$ cat src/rtl/lcd_value_display_if.sv
// Value handshake between an arithmetic source and the LCD value writer.
// The source drives val/val_valid; the writer reports val_ready and busy.
interface lcd_value_display_if #(
  parameter int unsigned VAL_W = 8
) ();
  logic [VAL_W-1:0] val;
  logic             val_valid;
  logic             val_ready;
  logic             busy;

  modport master (
    output val,
    output val_valid,
    input  val_ready,
    input  busy
  );

  modport slave (
    input  val,
    input  val_valid,
    output val_ready,
    output busy
  );
endinterface

$ cat src/rtl/lcd_value_display.sv
// HD44780 8-bit writer: init sequence, fixed "Result =" label on line 1 and an unsigned
// value as zero-padded decimal on line 2, converted sequentially by double dabble.
module lcd_value_display #(
  parameter int unsigned VAL_W    = 8,
  parameter int unsigned DIGITS   = 3,
  parameter int unsigned STEP_CYC = 50000,
  parameter int unsigned CLR_CYC  = 100000,
  parameter int unsigned PWR_CYC  = 1000000
) (
  input  logic               in_Clk,
  input  logic               in_Rst_n,
  lcd_value_display_if.slave vbus,
  output logic               lcd_rs,
  output logic               lcd_e,
  output logic [7:0]         data
);

  // Decimal digits needed to hold 2^VAL_W - 1.
  function automatic int unsigned calc_nb(input int unsigned w);
    int unsigned m;
    int unsigned n;
    m = (32'd1 << w) - 32'd1;
    n = 0;
    for (int i = 0; i < 6; i++) begin
      if (m != 0) begin
        m = m / 10;
        n = n + 1;
      end
    end
    return n;
  endfunction

  localparam int unsigned NB    = calc_nb(VAL_W);
  localparam int unsigned BW    = 4 * NB;
  localparam int unsigned SW    = (STEP_CYC > 2) ? $clog2(STEP_CYC) : 1;
  localparam int unsigned OvfSh = 4 * DIGITS;

  localparam logic [SW-1:0] SLast    = SW'(STEP_CYC - 1);
  localparam logic [SW-1:0] SHalf    = SW'(STEP_CYC / 2);
  localparam logic [31:0]   PwrLast  = (PWR_CYC > 0) ? 32'(PWR_CYC - 1) : 32'd0;
  localparam logic [31:0]   ClrLast  = (CLR_CYC > 0) ? 32'(CLR_CYC - 1) : 32'd0;
  localparam logic [31:0]   ConvLast = 32'(VAL_W - 1);
  localparam logic [3:0]    L1Last   = 4'd8;
  localparam logic [3:0]    L2Last   = 4'(DIGITS);
  localparam logic [63:0]   Label    = "Result =";

  typedef enum logic [2:0] {
    StPwr, StInit, StClrw, StLine1, StConv, StLine2, StIdle
  } state_e;

  state_e           state_q, state_d;
  logic [31:0]      wcnt_q, wcnt_d;
  logic [SW-1:0]    s_q, s_d;
  logic [3:0]       idx_q, idx_d;
  logic [VAL_W-1:0] cap_q, cap_d;
  logic [VAL_W-1:0] bin_q, bin_d;
  logic [BW-1:0]    bcd_q, bcd_d;
  logic             rs_q, rs_d;
  logic             e_q, e_d;
  logic [7:0]       data_q, data_d;
  logic             ready_q, ready_d;
  logic             busy_q, busy_d;

  logic                  slot_last;
  logic                  is_slot;
  logic [BW+VAL_W-1:0]   dd;
  logic [23:0]           bcd_ext;
  logic                  ovf;
  logic [2:0]            pos;
  logic [3:0]            digit;
  logic [8:0]            ch;

  // One double-dabble step: add 3 to every digit >= 5, then shift {bcd, bin} left.
  function automatic logic [BW+VAL_W-1:0] dabble(input logic [BW-1:0]    b,
                                                 input logic [VAL_W-1:0] v);
    logic [BW-1:0] t;
    t = b;
    for (int i = 0; i < int'(NB); i++) begin
      if (t[4*i +: 4] >= 4'd5) t[4*i +: 4] = t[4*i +: 4] + 4'd3;
    end
    return {t, v} << 1;
  endfunction

  assign slot_last = (s_q == SLast);

  always_comb begin
    state_d = state_q;
    wcnt_d  = wcnt_q;
    s_d     = s_q;
    idx_d   = idx_q;
    cap_d   = cap_q;
    bin_d   = bin_q;
    bcd_d   = bcd_q;
    dd      = dabble(bcd_q, bin_q);
    case (state_q)
      StPwr: begin
        if (wcnt_q >= PwrLast) begin
          state_d = StInit;
          wcnt_d  = '0;
          s_d     = '0;
          idx_d   = '0;
        end else begin
          wcnt_d = wcnt_q + 32'd1;
        end
      end
      StInit, StLine1, StLine2: begin
        if (!slot_last) begin
          s_d = s_q + 1'b1;
        end else begin
          s_d   = '0;
          idx_d = idx_q + 4'd1;
          if (state_q == StInit && idx_q == 4'd3) begin
            idx_d   = '0;
            wcnt_d  = '0;
            state_d = (CLR_CYC == 0) ? StLine1 : StClrw;
          end else if (state_q == StLine1 && idx_q == L1Last) begin
            state_d = StConv;
            wcnt_d  = '0;
            bin_d   = cap_q;
            bcd_d   = '0;
          end else if (state_q == StLine2 && idx_q == L2Last) begin
            state_d = StIdle;
          end
        end
      end
      StClrw: begin
        if (wcnt_q >= ClrLast) begin
          state_d = StLine1;
          s_d     = '0;
          idx_d   = '0;
        end else begin
          wcnt_d = wcnt_q + 32'd1;
        end
      end
      StConv: begin
        {bcd_d, bin_d} = dd;
        if (wcnt_q >= ConvLast) begin
          state_d = StLine2;
          s_d     = '0;
          idx_d   = '0;
        end else begin
          wcnt_d = wcnt_q + 32'd1;
        end
      end
      StIdle: begin
        if (vbus.val_valid) begin
          cap_d   = vbus.val;
          bin_d   = vbus.val;
          bcd_d   = '0;
          wcnt_d  = '0;
          state_d = StConv;
        end
      end
      default: state_d = StPwr;
    endcase
  end

  // Character for the slot about to be (or being) driven; bcd_q is final during LINE2.
  always_comb begin
    bcd_ext = 24'(bcd_q);
    ovf     = (bcd_ext >> OvfSh) != 24'd0;
    pos     = 3'(DIGITS) - idx_d[2:0];
    digit   = 4'(bcd_ext >> {pos, 2'b00});
    ch      = 9'h000;
    case (state_d)
      StInit: begin
        case (idx_d[1:0])
          2'd0:    ch = 9'h038;
          2'd1:    ch = 9'h00C;
          2'd2:    ch = 9'h006;
          default: ch = 9'h001;
        endcase
      end
      StLine1: ch = (idx_d == 4'd0) ? 9'h080 : {1'b1, 8'(Label >> {4'd8 - idx_d, 3'b000})};
      StLine2: ch = (idx_d == 4'd0) ? 9'h0C0 : {1'b1, (ovf ? 8'h23 : (8'h30 + {4'h0, digit}))};
      default: ch = 9'h000;
    endcase
  end

  always_comb begin
    is_slot = (state_d == StInit) || (state_d == StLine1) || (state_d == StLine2);
    rs_d    = rs_q;
    data_d  = data_q;
    if (is_slot && s_d == '0) begin
      rs_d   = ch[8];
      data_d = ch[7:0];
    end
    e_d     = is_slot && (s_d != '0) && (s_d <= SHalf);
    ready_d = (state_d == StIdle);
    busy_d  = (state_d != StIdle);
  end

  always_ff @(posedge in_Clk or negedge in_Rst_n) begin
    if (!in_Rst_n) begin
      state_q <= StPwr;
      wcnt_q  <= '0;
      s_q     <= '0;
      idx_q   <= '0;
      cap_q   <= '0;
      bin_q   <= '0;
      bcd_q   <= '0;
      rs_q    <= 1'b0;
      e_q     <= 1'b0;
      data_q  <= 8'h00;
      ready_q <= 1'b0;
      busy_q  <= 1'b1;
    end else begin
      state_q <= state_d;
      wcnt_q  <= wcnt_d;
      s_q     <= s_d;
      idx_q   <= idx_d;
      cap_q   <= cap_d;
      bin_q   <= bin_d;
      bcd_q   <= bcd_d;
      rs_q    <= rs_d;
      e_q     <= e_d;
      data_q  <= data_d;
      ready_q <= ready_d;
      busy_q  <= busy_d;
    end
  end

  assign lcd_rs         = rs_q;
  assign lcd_e          = e_q;
  assign data           = data_q;
  assign vbus.val_ready = ready_q;
  assign vbus.busy      = busy_q;

endmodule

$ cat src/flat_wrapper.sv
// flat-port wrapper written by rule: the top's interface ports become plain ports
module lcd_value_display_flat 
#(
  parameter int unsigned VAL_W    = 8,
  parameter int unsigned DIGITS   = 3,
  parameter int unsigned STEP_CYC = 50000,
  parameter int unsigned CLR_CYC  = 100000,
  parameter int unsigned PWR_CYC  = 1000000
)
  (in_Clk, in_Rst_n, lcd_rs, lcd_e, data, vbus_val, vbus_val_valid, vbus_val_ready, vbus_busy);
  lcd_value_display_if #(.VAL_W(VAL_W)) vbus_i ();
  input  logic in_Clk;
  input  logic in_Rst_n;
  output logic lcd_rs;
  output logic lcd_e;
  output logic [7:0] data;
  input wire logic [$bits(vbus_i.val)-1:0] vbus_val;
  input wire logic [$bits(vbus_i.val_valid)-1:0] vbus_val_valid;
  output wire logic [$bits(vbus_i.val_ready)-1:0] vbus_val_ready;
  output wire logic [$bits(vbus_i.busy)-1:0] vbus_busy;
  assign vbus_i.val = vbus_val;
  assign vbus_i.val_valid = vbus_val_valid;
  assign vbus_val_ready = vbus_i.val_ready;
  assign vbus_busy = vbus_i.busy;
  lcd_value_display #(.VAL_W(VAL_W), .DIGITS(DIGITS), .STEP_CYC(STEP_CYC), .CLR_CYC(CLR_CYC), .PWR_CYC(PWR_CYC)) u_core (.in_Clk(in_Clk), .in_Rst_n(in_Rst_n), .vbus(vbus_i), .lcd_rs(lcd_rs), .lcd_e(lcd_e), .data(data));
endmodule
$ cat config.mk
export PLATFORM = sky130hd
export DESIGN_NAME = lcd_value_display_flat
export DESIGN_NICKNAME = d
export VERILOG_FILES = /design/src/rtl/lcd_value_display_if.sv /design/src/rtl/lcd_value_display.sv /design/src/flat_wrapper.sv
export SDC_FILE = /design/constraint.sdc
export NUM_CORES = 1
export LEC_CHECK = 0
export BUFFER_PORTS_ARGS = -buffer_cell sky130_fd_sc_hd__buf_2
export CAP_MARGIN = 20
export CELL_PAD_IN_SITES_DETAIL_PLACEMENT = 2
export CELL_PAD_IN_SITES_GLOBAL_PLACEMENT = 2
export CORE_MARGIN = 1
export CORE_UTILIZATION = 28
export DETAILED_ROUTE_END_ITERATION = 16
export PLACE_DENSITY = 0.56
export SETUP_SLACK_MARGIN = 0.5
export SLEW_MARGIN = 20
export SYNTH_ARGS = -nofsm -noshare
export SYNTH_HDL_FRONTEND = slang
export SYNTH_SLANG_ARGS = --single-unit
$ cat constraint.sdc
create_clock -name in_Clk -period 5.2 [get_ports in_Clk]
set_input_delay 1.04 -clock in_Clk [delete_from_list [all_inputs] [get_ports in_Clk]]
set_output_delay 1.04 -clock in_Clk [all_outputs]
set_load 0.05 [all_outputs]
==> run_results.csv <==
group,metric,value,unit
clock_tree,cts.clk_slew.worst_paths,0.08,ns
sta,timing.max_slew.rel_slack,34.5,%
yosys,synth-main-ff-cell,"sky130_fd_sc_hd__dfrtp_1",
detailed_routing,routed-via-count,5065,
run,drv_cap,0,
clock_tree,post-cts-setup-buffers,0,
critical_path,worst_setup_path_startpoint,"u_core.s_q[4]",
critical_path,startpoint_type_of_the_worst_setup_path,"register",
placed_design,port_buffers,22,
yosys,yosysWarnings,0,
critical_path,crit_path_end_kind,"register",
power_and_ir_drop,leakagePower,2.98,nW
power_and_ir_drop,power.total,1.50,mW
run_status,outcome,"completed",
sta,final.setup.tns,0,ns
die,io_pins,23,
die,core-area,0.0204,mm2
sta,finClkSkew,0.0131,ns
die,floorplan.die_area,0.0215,mm2
sta,number_of_endpoints_with_negative_hold_slack_in_the_final_report,0,
sta,fin_ws,1.04,ns
min_path,hp-start,"u_core.bin_q[1]",
grt,grt_pass1_vias,5643,
yosys,synth.net_count,682,
yosys,syn-instance-count,654,
die,core.rowCount,52,
sta,max_freq,0.241,GHz
die,initial_utilization,28.8,%
clock_tree,insertion_delay,0.37,ns
cells_and_area,layout_commonest_cell,"sky130_fd_sc_hd__dfrtp_1",
sta,drv_slew,0,
power_and_ir_drop,power.density,228,mW/mm2
detailed_routing,first_iter_violations,148,
detailed_routing,remaining_drc_errors,0,
critical_path,critical_path_arrival,4.41,ns
grt,total_congestion_overflow,0,
sta,period_needed,4.16,ns
critical_path,cells_on_worst_reg2reg_path,11,
clock_tree,clock_h_tree_levels,3,
placed_design,pre_cts_slack,0.940,ns
placed_design,dp.final_hpwl,13000,um
grt,global_route_wire_length_before_repair,30300,um
placed_design,gp_congestion,0.775,
detailed_routing,detailed_route_wl,17800,um
grt,grt_antenna_before_repair,0,
yosys,yosysUniqueCellTypes,79,
yosys,ys_ff_latch,95,
yosys,post_synth_fa_ha_maj_area_fraction,3.63,%
yosys,synth_simple_gate_area_share,23.8,%
critical_path,critical_path_class,"register to register",
min_path,hold_class,"register to register",
detailed_routing,tritonroute_pass_1_iters,4,
critical_path,setup.reg_to_reg.worst_slack,1.04,ns
critical_path,largest_driver_fanout_on_the_critical_path,11,
yosys,synth_xor_xnor_area_share,4.46,%
grt,grt_start_max_net_pins,64,
clock_tree,cts-buffers-inserted,9,
grt,grt.total_usage,17.7,%
clock_tree,tritoncts,"built",
cells_and_area,nNetsFinal,693,
critical_path,r2r_start,"u_core.s_q[4]",
detailed_routing,detailed_route_vias_per_instance,5.39,
yosys,synthArstFlopShare,100,%
cells_and_area,core_util_final,32.3,%
critical_path,r2r_end,"u_core.data[2]",
die,die_width,147,um
clock_tree,clk_root_buffer_cell,"sky130_fd_sc_hd__clkbuf_16",
clock_tree,clock-sinks,95,
die,die_height,147,um
sta,setup_viol,0,
critical_path,cp_data_required_time,5.45,ns
yosys,seq_area_frac_synth,40.6,%
sta,rsz0062_at_grt,"no",
cells_and_area,num_antenna_cells,0,
clock_tree,cts.path.max_buffers,2,
cells_and_area,layout.cells.most_common_list,"93 x sky130_fd_sc_hd__dfrtp_1, 75 x sky130_fd_sc_hd__nor2_1, 65 x sky130_fd_sc_hd__nand2_1",
power_and_ir_drop,max-vdd-ir-drop,151,uV
cells_and_area,flow.area_growth_from_synthesis,12.1,%
detailed_routing,drt-wirelength-per-cell,19.0,um
yosys,synth_compound_area_share,19.1,%
clock_tree,holdBufCountCts,0,
sta,timing_worst_slew_pin_value,0.974,ns
yosys,syn-mean-instance-area,8.97,um2
yosys,synth_enable_flop_cells,0,
sta,finalCritPeriodShare,80.0,%
clock_tree,ctsResizeCount,0,
critical_path,worstSetupEndpoint,"u_core.data[2]",
yosys,main_combinational_cell_family_by_area_after_synthesis,"simple AND/OR/NAND/NOR gates",
yosys,synth.area.mux_share,4.74,%
cells_and_area,layout-drive-gt1-share,13.1,%
detailed_routing,route.antenna.remaining_nets,0,
yosys,post_synth_instance_area,0.00587,mm2
## synth_stat cells (5+ instances only)
master	instances	area share [%]
sky130_fd_sc_hd__and2_1	6	0.64
sky130_fd_sc_hd__nand3_1	25	2.1
sky130_fd_sc_hd__clkbuf_1	15	0.96
sky130_fd_sc_hd__nor2_1	75	4.8
sky130_fd_sc_hd__mux2i_1	12	2.0
sky130_fd_sc_hd__ha_1	17	3.6
sky130_fd_sc_hd__o31ai_1	11	1.4
sky130_fd_sc_hd__nand2_1	65	4.2
sky130_fd_sc_hd__dfrtp_1	94	40
sky130_fd_sc_hd__mux2_2	13	2.5
sky130_fd_sc_hd__xnor2_1	14	2.1
sky130_fd_sc_hd__a31o_2	6	0.90
sky130_fd_sc_hd__buf_2	12	1.0
sky130_fd_sc_hd__and3_1	21	2.2
sky130_fd_sc_hd__nor4_1	12	1.3
sky130_fd_sc_hd__o21ai_0	45	3.8
sky130_fd_sc_hd__o22ai_1	5	0.53
sky130_fd_sc_hd__nor3_1	21	1.8
sky130_fd_sc_hd__a31oi_1	20	2.1
sky130_fd_sc_hd__xor2_1	14	2.1
sky130_fd_sc_hd__nand2b_1	5	0.53
sky130_fd_sc_hd__a21oi_1	31	2.6
sky130_fd_sc_hd__inv_1	21	1.3
## report_power, final
group          switching, mW  total [mW]  internal [mW]
logic                 0.0183      0.0228        0.00451
registers                  0       0.738          0.738
clock network          0.347       0.738          0.391
## layout make-up
class,count,area [um2]
clock inverters,7,97.6
inverters,24,90.1
repair buffers,29,165
multi-input cells,506,3280
flip-flops and latches,95,2380
clock buffers,9,225
well taps,270,338
fillers,2303,13800
## through the flow
step	instances	hold WS, ns	instance area (um2)
5_1_grt	940	0.532	6580
3_5_place_dp	924	0.480	6250
6_report	940	0.490	6580
4_1_cts	940	0.497	6580
3_3_place_gp	924	0.467	6250
2_1_floorplan	654	0.449	5870
## state kept, by name (all words and copies together), names as in the netlist, 3 cells and up
| register | count |
|---|---|
| u_core.bin_q | 8 |
| u_core.wcnt_q | 32 |
| u_core.idx_q | 4 |
| u_core.cap_q | 8 |
| u_core.data | 8 |
| u_core.bcd_q | 12 |
| u_core.state_q | 3 |
| u_core.s_q | 16 |
## routing by layer
metal,global-route usage [%],share of wire (%),vias to the layer above
met5,0,0,-
met2,30.3,48,36
met1,23.3,49,2603
li1,-,-,2413
met3,2.64,1.5,13
met4,4.69,1.1,0
## kinds of logic (layout without fill, tap and decap cells)
kind of cell / count (synthesis) / after routing
AOI/OAI and AO/OA: 165 / 165
buffers and inverters: 53 / 69
xor gates and xnor gates: 29 / 29
DFF: 95 / 95
muxes: 26 / 26
and+or+nand+nor: 269 / 269
adders and majority gates: 17 / 17
## worst min-delay path by stage
stage	cells after the start	endpoint	slack [ns]
floorplan	2	u_core.bin_q[0]	0.45
global placement	1	u_core.lcd_rs	0.47
global route	1	u_core.cap_q[4]	0.53
finish	2	u_core.bin_q[1]	0.49
CTS	1	u_core.lcd_rs	0.50
detailed placement	1	u_core.lcd_rs	0.48
## critical path: stages (launching register included)
cell                       delay, ns
sky130_fd_sc_hd__dfrtp_1        0.53
sky130_fd_sc_hd__nor4b_2        0.42
sky130_fd_sc_hd__and4_1         0.44
sky130_fd_sc_hd__nor2_1         0.11
sky130_fd_sc_hd__o31ai_1        0.56
sky130_fd_sc_hd__nand2_1        0.45
sky130_fd_sc_hd__inv_1          0.22
sky130_fd_sc_hd__ha_1           0.35
sky130_fd_sc_hd__o31ai_1        0.16
sky130_fd_sc_hd__a21oi_1        0.35
sky130_fd_sc_hd__o211ai_1       0.16
sky130_fd_sc_hd__mux2_2         0.28
(Power assumes the default switching activity.)
